===== config.mk =====
export PLATFORM = sky130hd
export DESIGN_NAME = mem_access_flat
export DESIGN_NICKNAME = d
export VERILOG_FILES = /design/src/rtl/mem_pkg.sv /design/src/rtl/mem_access_if.sv /design/src/rtl/mem_load_align.sv /design/src/rtl/mem_access.sv /design/src/flat_wrapper.sv
export SDC_FILE = /design/constraint.sdc
export NUM_CORES = 1
export LEC_CHECK = 0
export CORE_MARGIN = 2
export CORE_UTILIZATION = 39
export CTS_BUF_LIST = sky130_fd_sc_hd__clkbuf_8
export DETAILED_ROUTE_END_ITERATION = 10
export DONT_BUFFER_PORTS = 1
export GPL_TIMING_DRIVEN = 0
export SLEW_MARGIN = 20
export SYNTH_ARGS = -nofsm -noshare
export SYNTH_HDL_FRONTEND = slang
export SYNTH_SLANG_ARGS = --single-unit

===== constraint.sdc =====
create_clock -name clk -period 2.7 [get_ports clk]
set_clock_uncertainty 0.15 [all_clocks]
set_input_delay 0 -clock clk [delete_from_list [all_inputs] [get_ports clk]]
set_output_delay 0 -clock clk [all_outputs]
set_load 0.1 [all_outputs]

===== src/rtl/mem_pkg.sv =====
// mem_pkg: opcode, byte-enable and FSM definitions shared by the mem_access block.
package mem_pkg;

    localparam logic [5:0] OP_LB  = 6'h20;
    localparam logic [5:0] OP_LH  = 6'h21;
    localparam logic [5:0] OP_LW  = 6'h23;
    localparam logic [5:0] OP_LBU = 6'h24;
    localparam logic [5:0] OP_LHU = 6'h25;
    localparam logic [5:0] OP_SB  = 6'h28;
    localparam logic [5:0] OP_SH  = 6'h29;
    localparam logic [5:0] OP_SW  = 6'h2B;

    localparam logic [3:0] BE_BYTE = 4'b0001;
    localparam logic [3:0] BE_HALF = 4'b0011;
    localparam logic [3:0] BE_WORD = 4'b1111;

    typedef enum logic {IDLE, WAIT} state_e;

    function automatic logic is_mem_op(input logic [5:0] op);
        return op inside {OP_LB, OP_LH, OP_LW, OP_LBU, OP_LHU, OP_SB, OP_SH, OP_SW};
    endfunction

endpackage


===== src/rtl/mem_access_if.sv =====
// mem_access_if: data-memory request/response bus between the MEM stage and data memory.
interface mem_access_if;

    logic        dmem_req;
    logic        dmem_we;
    logic [31:0] dmem_addr;
    logic [31:0] dmem_wdata;
    logic [3:0]  dmem_be;
    logic [31:0] dmem_rdata;
    logic        dmem_ack;

    modport master (
        output dmem_req, dmem_we, dmem_addr, dmem_wdata, dmem_be,
        input  dmem_rdata, dmem_ack
    );

    modport slave (
        input  dmem_req, dmem_we, dmem_addr, dmem_wdata, dmem_be,
        output dmem_rdata, dmem_ack
    );

endinterface


===== src/rtl/mem_load_align.sv =====
// mem_load_align: picks the addressed byte/half lane of a little-endian read word and extends it.
module mem_load_align
    import mem_pkg::*;
(
    input  logic [5:0]  op,
    input  logic [1:0]  lane,
    input  logic [31:0] rdata,
    output logic [31:0] data
);

    logic [7:0]  b;
    logic [15:0] h;

    always_comb begin
        b    = rdata[8*lane +: 8];
        h    = lane[1] ? rdata[31:16] : rdata[15:0];
        data = op == OP_LB  ? {{24{b[7]}}, b} :
               op == OP_LBU ? {24'h0, b} :
               op == OP_LH  ? {{16{h[15]}}, h} :
               op == OP_LHU ? {16'h0, h} : rdata;
    end

endmodule


===== src/rtl/mem_access.sv =====
// mem_access: MEM-stage load/store unit with ack timeout; MEM_MISALIGN_TRAP_EN traps misaligned
// accesses instead of forcing the offending low address bits to zero.
module mem_access
    import mem_pkg::*;
#(
    parameter int TIMEOUT_CYCLES = 64
) (
    input  logic                clk,
    input  logic                reset,
    input  logic [31:0]         MEM_result,
    input  logic                MEM_writeEnable,
    input  logic [4:0]          MEM_writeAddress,
    input  logic [5:0]          MEM_ALUopcode,
    input  logic [31:0]         MEM_memoryAddress,
    input  logic [31:0]         MEM_memoryData,
    mem_access_if.master        dmem,
    output logic                stall_req,
    output logic [31:0]         WB_result,
    output logic                WB_writeEnable,
    output logic [4:0]          WB_writeAddress,
    output logic                bus_err,
    output logic                misalign
);

    localparam int CW = $clog2(TIMEOUT_CYCLES + 1);

    state_e        state_q, state_d;
    logic          dmem_req_q, dmem_req_d;
    logic          dmem_we_q, dmem_we_d;
    logic [31:0]   dmem_addr_q, dmem_addr_d;
    logic [31:0]   dmem_wdata_q, dmem_wdata_d;
    logic [3:0]    dmem_be_q, dmem_be_d;
    logic [5:0]    op_q, op_d;
    logic [1:0]    lane_q, lane_d;
    logic          pend_we_q, pend_we_d;
    logic [4:0]    pend_wa_q, pend_wa_d;
    logic [CW-1:0] cnt_q, cnt_d;
    logic [31:0]   wb_result_q, wb_result_d;
    logic          wb_we_q, wb_we_d;
    logic [4:0]    wb_wa_q, wb_wa_d;
    logic          bus_err_q, bus_err_d;
    logic          misalign_q, misalign_d;

    logic          mem_op, is_word, is_half, is_store, misaligned, go, timeout;
    logic [1:0]    lane;
    logic [31:0]   load_data;

    mem_load_align u_align (
        .op    (op_q),
        .lane  (lane_q),
        .rdata (dmem.dmem_rdata),
        .data  (load_data)
    );

    always_comb begin
        mem_op   = is_mem_op(MEM_ALUopcode);
        is_word  = MEM_ALUopcode inside {OP_LW, OP_SW};
        is_half  = MEM_ALUopcode inside {OP_LH, OP_LHU, OP_SH};
        is_store = MEM_ALUopcode inside {OP_SB, OP_SH, OP_SW};
`ifdef MEM_MISALIGN_TRAP_EN
        misaligned = is_word ? |MEM_memoryAddress[1:0] : is_half & MEM_memoryAddress[0];
        lane       = MEM_memoryAddress[1:0];
`else
        misaligned = 1'b0;
        lane       = is_word ? 2'b00 : is_half ? {MEM_memoryAddress[1], 1'b0} : MEM_memoryAddress[1:0];
`endif
        go        = state_q == IDLE && mem_op && !misaligned;
        timeout   = cnt_q == CW'(TIMEOUT_CYCLES - 1);
        stall_req = go || (state_q == WAIT && !dmem.dmem_ack);
    end

    always_comb begin
        state_d      = state_q;
        dmem_req_d   = dmem_req_q;
        dmem_we_d    = dmem_we_q;
        dmem_addr_d  = dmem_addr_q;
        dmem_wdata_d = dmem_wdata_q;
        dmem_be_d    = dmem_be_q;
        op_d         = op_q;
        lane_d       = lane_q;
        pend_we_d    = pend_we_q;
        pend_wa_d    = pend_wa_q;
        cnt_d        = cnt_q;
        wb_result_d  = wb_result_q;
        wb_we_d      = 1'b0;
        wb_wa_d      = wb_wa_q;
        bus_err_d    = 1'b0;
        misalign_d   = 1'b0;
        if (state_q == IDLE) begin
            if (go) begin
                state_d      = WAIT;
                dmem_req_d   = 1'b1;
                dmem_we_d    = is_store;
                dmem_addr_d  = {MEM_memoryAddress[31:2], 2'b00};
                dmem_be_d    = is_word ? BE_WORD : is_half ? BE_HALF << {lane[1], 1'b0} : BE_BYTE << lane;
                dmem_wdata_d = is_word ? MEM_memoryData :
                               is_half ? {2{MEM_memoryData[15:0]}} : {4{MEM_memoryData[7:0]}};
                op_d         = MEM_ALUopcode;
                lane_d       = lane;
                pend_we_d    = MEM_writeEnable && !is_store;
                pend_wa_d    = MEM_writeAddress;
                cnt_d        = '0;
            end else begin
                // plain ALU result, or a trapped misaligned access written back disabled
                wb_result_d = MEM_result;
                wb_we_d     = MEM_writeEnable && !mem_op;
                wb_wa_d     = MEM_writeAddress;
                misalign_d  = misaligned;
            end
        end else if (dmem.dmem_ack) begin
            state_d     = IDLE;
            dmem_req_d  = 1'b0;
            wb_result_d = load_data;
            wb_we_d     = pend_we_q;
            wb_wa_d     = pend_wa_q;
        end else if (timeout) begin
            state_d    = IDLE;
            dmem_req_d = 1'b0;
            wb_wa_d    = pend_wa_q;
            bus_err_d  = 1'b1;
        end else begin
            cnt_d = cnt_q + 1'b1;
        end
    end

    always_ff @(posedge clk) begin
        if (!reset) begin
            state_q      <= IDLE;
            dmem_req_q   <= 1'b0;
            dmem_we_q    <= 1'b0;
            dmem_addr_q  <= '0;
            dmem_wdata_q <= '0;
            dmem_be_q    <= '0;
            op_q         <= '0;
            lane_q       <= '0;
            pend_we_q    <= 1'b0;
            pend_wa_q    <= '0;
            cnt_q        <= '0;
            wb_result_q  <= '0;
            wb_we_q      <= 1'b0;
            wb_wa_q      <= '0;
            bus_err_q    <= 1'b0;
            misalign_q   <= 1'b0;
        end else begin
            state_q      <= state_d;
            dmem_req_q   <= dmem_req_d;
            dmem_we_q    <= dmem_we_d;
            dmem_addr_q  <= dmem_addr_d;
            dmem_wdata_q <= dmem_wdata_d;
            dmem_be_q    <= dmem_be_d;
            op_q         <= op_d;
            lane_q       <= lane_d;
            pend_we_q    <= pend_we_d;
            pend_wa_q    <= pend_wa_d;
            cnt_q        <= cnt_d;
            wb_result_q  <= wb_result_d;
            wb_we_q      <= wb_we_d;
            wb_wa_q      <= wb_wa_d;
            bus_err_q    <= bus_err_d;
            misalign_q   <= misalign_d;
        end
    end

    assign dmem.dmem_req   = dmem_req_q;
    assign dmem.dmem_we    = dmem_we_q;
    assign dmem.dmem_addr  = dmem_addr_q;
    assign dmem.dmem_wdata = dmem_wdata_q;
    assign dmem.dmem_be    = dmem_be_q;
    assign WB_result       = wb_result_q;
    assign WB_writeEnable  = wb_we_q;
    assign WB_writeAddress = wb_wa_q;
    assign bus_err         = bus_err_q;
    assign misalign        = misalign_q;

endmodule


===== src/flat_wrapper.sv =====
// flat-port wrapper written by rule: the top's interface ports become plain ports
module mem_access_flat import mem_pkg::*;
#(
    parameter int TIMEOUT_CYCLES = 64
)
  (clk, reset, MEM_result, MEM_writeEnable, MEM_writeAddress, MEM_ALUopcode, MEM_memoryAddress, MEM_memoryData, stall_req, WB_result, WB_writeEnable, WB_writeAddress, bus_err, misalign, dmem_dmem_req, dmem_dmem_we, dmem_dmem_addr, dmem_dmem_wdata, dmem_dmem_be, dmem_dmem_rdata, dmem_dmem_ack);
  mem_access_if dmem_i ();
  input  logic clk;
  input  logic reset;
  input  logic [31:0] MEM_result;
  input  logic MEM_writeEnable;
  input  logic [4:0] MEM_writeAddress;
  input  logic [5:0] MEM_ALUopcode;
  input  logic [31:0] MEM_memoryAddress;
  input  logic [31:0] MEM_memoryData;
  output logic stall_req;
  output logic [31:0] WB_result;
  output logic WB_writeEnable;
  output logic [4:0] WB_writeAddress;
  output logic bus_err;
  output logic misalign;
  output wire logic [$bits(dmem_i.dmem_req)-1:0] dmem_dmem_req;
  output wire logic [$bits(dmem_i.dmem_we)-1:0] dmem_dmem_we;
  output wire logic [$bits(dmem_i.dmem_addr)-1:0] dmem_dmem_addr;
  output wire logic [$bits(dmem_i.dmem_wdata)-1:0] dmem_dmem_wdata;
  output wire logic [$bits(dmem_i.dmem_be)-1:0] dmem_dmem_be;
  input wire logic [$bits(dmem_i.dmem_rdata)-1:0] dmem_dmem_rdata;
  input wire logic [$bits(dmem_i.dmem_ack)-1:0] dmem_dmem_ack;
  assign dmem_dmem_req = dmem_i.dmem_req;
  assign dmem_dmem_we = dmem_i.dmem_we;
  assign dmem_dmem_addr = dmem_i.dmem_addr;
  assign dmem_dmem_wdata = dmem_i.dmem_wdata;
  assign dmem_dmem_be = dmem_i.dmem_be;
  assign dmem_i.dmem_rdata = dmem_dmem_rdata;
  assign dmem_i.dmem_ack = dmem_dmem_ack;
  mem_access #(.TIMEOUT_CYCLES(TIMEOUT_CYCLES)) u_core (.clk(clk), .reset(reset), .MEM_result(MEM_result), .MEM_writeEnable(MEM_writeEnable), .MEM_writeAddress(MEM_writeAddress), .MEM_ALUopcode(MEM_ALUopcode), .MEM_memoryAddress(MEM_memoryAddress), .MEM_memoryData(MEM_memoryData), .dmem(dmem_i), .stall_req(stall_req), .WB_result(WB_result), .WB_writeEnable(WB_writeEnable), .WB_writeAddress(WB_writeAddress), .bus_err(bus_err), .misalign(misalign));
endmodule

==> flow_summary.json <==
{
  "p_sw_w": 0.002357,
  "syn-instance-count": 834,
  "clock_latency_ns": 0.46,
  "synth_top_area_share": 0.3878,
  "grt_first_pass_wirelength_mm": 41.45,
  "utilization": 0.5508,
  "drc": 0,
  "grt_pass1_vias": 7450,
  "fin_crit_sh": 0.9647,
  "criticalPathCategory": "reg -> reg",
  "synth.cell_area_um2": 6659,
  "grt_setup_unrepaired": "no",
  "die_w_um": 134.7,
  "endpoint_kind": "flop",
  "antenna_found_initial": 0,
  "syn_area_per_cell_um2": 7.984,
  "ys_dominant_reg_cell": "dfxtp_1",
  "hp-class": "in -> reg",
  "post_dp_cell_area_um2": 6942,
  "reg2reg_slack_ns": 0.1,
  "p_int_w": 0.003285,
  "drive_above_1_share": 0.08804,
  "peakVddDrop_mv": 0.4322,
  "cts_made_buffers": 17,
  "setup-tns-final_ns": 0,
  "finalHoldViolations": 3,
  "powerDensity_nw_per_um2": 615.5,
  "startpoint": "u_core.op_q[1]",
  "track_usage": 0.2924,
  "violations": "hold timing",
  "status": "finished, violations left",
  "fmaxAchievable_mhz": 383.9,
  "clock-sinks": 129,
  "nets": 1176,
  "grt_start_max_net_pins": 17,
  "num-fill-cells": 1514,
  "drtAntennaViolNets": 0,
  "grt.overflow.total": 0,
  "die_y_um": 134.7,
  "floorplan.initialDensity": 0.4001,
  "syn2layout_area_growth_pct": 37.66,
  "ys_ff_latch": 129,
  "synth.distinct_cells": 47,
  "cp-start-kind": "flop",
  "core_area_um2": 16640,
  "relSlewSlack": 0.3111,
  "required_ns": 2.95,
  "rows": 47,
  "setup_viol_count_final": 0,
  "cts_htree_levels": 4,
  "num_vias": 7559,
  "die_area_um2": 18130,
  "worstReg2RegEnd": "u_core.WB_result[18]",
  "finalCriticalPeriod_ns": 2.605,
  "slew_violations": 0,
  "yosysTopAreaCell": "dfxtp_1",
  "cap_violations": 0,
  "synthTopCellsByCount": "dfxtp_1 (129), nand2_1 (119), a21oi_1 (99), o21ai_0 (59), clkbuf_1 (51)",
  "rr_startpoint": "u_core.op_q[1]",
  "dp_hpwl_mm": 17.93,
  "via_per_inst": 5.971,
  "root_buffer": "clkbuf_8",
  "power_frac_clock": 0.325,
  "r2r_cells": 7,
  "clk_path_buf_depth": 2,
  "cts_tree": "done",
  "p_seq_frac": 0.526,
  "synth-edff-count": 0,
  "p_leak_nw": 3.373,
  "ys_seq_area_frac": 0.3878,
  "drtIter0Drc": 738,
  "gp_congestion": 0.9047,
  "wl_mm": 27.04,
  "port_buffers": 0,
  "drt_pass1_iterations": 7,
  "fin_area_um2": 9166,
  "crit_arrival_ns": 2.85,
  "clk_pin_slew_ns": 0.09,
  "pin_count": 254,
  "pwr-share-comb": 0.150,
  "wl_per_cell_um": 21.36,
  "synthTopCellsByArea": "dfxtp_1 (39%), a21oi_1 (7.4%), nand2_1 (6.7%)",
  "crit_path_end": "u_core.WB_result[18]",
  "finalPower_w": 0.005642,
  "tightestPinTransition_ns": 1.032,
  "yosys_warnings": 0,
  "critPathMaxFanout": 10,
  "cts_setup_buffers": 0,
  "synth.most_common_cell": "dfxtp_1",
  "hold_slack_ns": -0.01046,
  "swShare": 0.4177,
  "async_flop_share": 0
}
layout by cell type, fill, tap and decap left out, types with 10 or more instances in the layout:
cell,netlist,routed
dlygate4sd3_1,0,177
dfxtp_1,129,129
nand2_1,119,119
a21oi_1,99,99
o21ai_0,59,59
o211ai_1,49,49
clkbuf_1,51,45
nor3_1,43,43
nand3_1,42,42
nand2b_1,26,26
o221ai_1,24,24
buf_2,24,22
o21a_1,22,22
clkbuf_8,0,17
nor2_1,17,16
and3_1,13,13
o221a_2,10,10
worst min path at each step:
stage	from	to	slack [ns]	cells past startpoint
2_1_floorplan	MEM_writeAddress[0]	u_core.pend_wa_q[0]	-0.01	2
3_3_place_gp	MEM_memoryData[1]	u_core.dmem.dmem_wdata[1]	-0.01	2
3_5_place_dp	MEM_memoryAddress[31]	u_core.dmem.dmem_addr[31]	-0.008	2
4_1_cts	MEM_ALUopcode[1]	u_core.dmem.dmem_wdata[21]	0.0007	4
5_1_grt	MEM_ALUopcode[1]	u_core.dmem.dmem_wdata[20]	0.03	4
6_report	MEM_ALUopcode[1]	u_core.dmem.dmem_wdata[21]	-0.01	4
layout make-up:
| class | instances | area [um2] | share of cell area |
|---|---|---|---|
| clock inverter | 15 | 182.7 | 0.01993 |
| antenna | 1 | 2.502 | 0.0002730 |
| inverter | 6 | 26.28 | 0.002867 |
| multi-input combinational | 615 | 3702 | 0.4039 |
| timing repair buffer | 177 | 1772 | 0.1933 |
| clock buffer | 17 | 234.0 | 0.02553 |
| buffer | 86 | 389.1 | 0.04245 |
| tap | 220 | 275.3 | 0.03003 |
| sequential | 129 | 2582 | 0.2817 |
kinds of logic (layout without fill, tap and decap cells):
kind of cell,Yosys count,in the layout,synth area share
DFF,129,129,0.3878
buffers and inverters,92,301,0.05994
muxes,14,14,0.03608
other,1,4,0.0005632
adders and majority gates,1,1,0.001879
and+or+nand+nor,288,288,0.2097
AOI/OAI and AO/OA,309,309,0.3040
metal layers:
| layer | GRT usage | wire (um) | part of all wire | up-vias |
|---|---|---|---|---|
| met2 | 0.4667 | 12550 | 0.46 | 442 |
| met5 | 0 | 0 | 0 | - |
| met3 | 0.09309 | 2838 | 0.10 | 62 |
| met4 | 0.1053 | 699 | 0.026 | 0 |
| met1 | 0.3715 | 10960 | 0.41 | 3573 |
| li1 | - | - | - | 3482 |
repair_timing:
action                                  CTS  global route
hold endpoints to repair                118             0
endpoints found under the setup margin    0            30
resized for setup                         0            18
hold buffers                            177             0
worst max-delay path: stages, from the launching register on:
cell	delay, ns
dfxtp_1	0.38
or3_1	0.39
buf_2	0.17
nor4_4	0.40
buf_6	0.23
o221ai_1	0.13
dlygate4sd3_1	0.61
nand3_1	0.09
sequential cells by signal, summed over array words and instances (netlist names):
register,cells
u_core.dmem.dmem_addr,30
u_core.dmem.dmem_we,1
u_core.dmem.dmem_wdata,32
u_core.pend_we_q,1
u_core.bus_err,1
u_core.WB_writeEnable,1
u_core.state_q,1
u_core.dmem.dmem_be,4
u_core.pend_wa_q,5
u_core.WB_result,32
u_core.WB_writeAddress,5
u_core.op_q,6
u_core.cnt_q,7
u_core.lane_q,2
u_core.dmem.dmem_req,1
stage by stage:
step | worst slack [ns] | hold WS (ns) | instances
2_1_floorplan | 0.8260 | -0.01404 | 836
3_3_place_gp | 0.4468 | -0.01274 | 1056
3_5_place_dp | 0.4535 | -0.008109 | 1056
4_1_cts | 0.05627 | 0.0006763 | 1265
5_1_grt | 0.008910 | 0.02622 | 1265
6_report | 0.09524 | -0.01046 | 1266
power groups by stage:
stage	Combinational, W	Clock [W]	Sequential [W]
after floorplan	0.000454	0	0.00297
after global placement	0.000580	0	0.00301
after detailed placement	0.000587	0	0.00301
after CTS	0.000817	0.00186	0.00297
after global routing	0.000909	0.00195	0.00298
final	0.000844	0.00183	0.00297
Power figures use the tool's default switching activity.
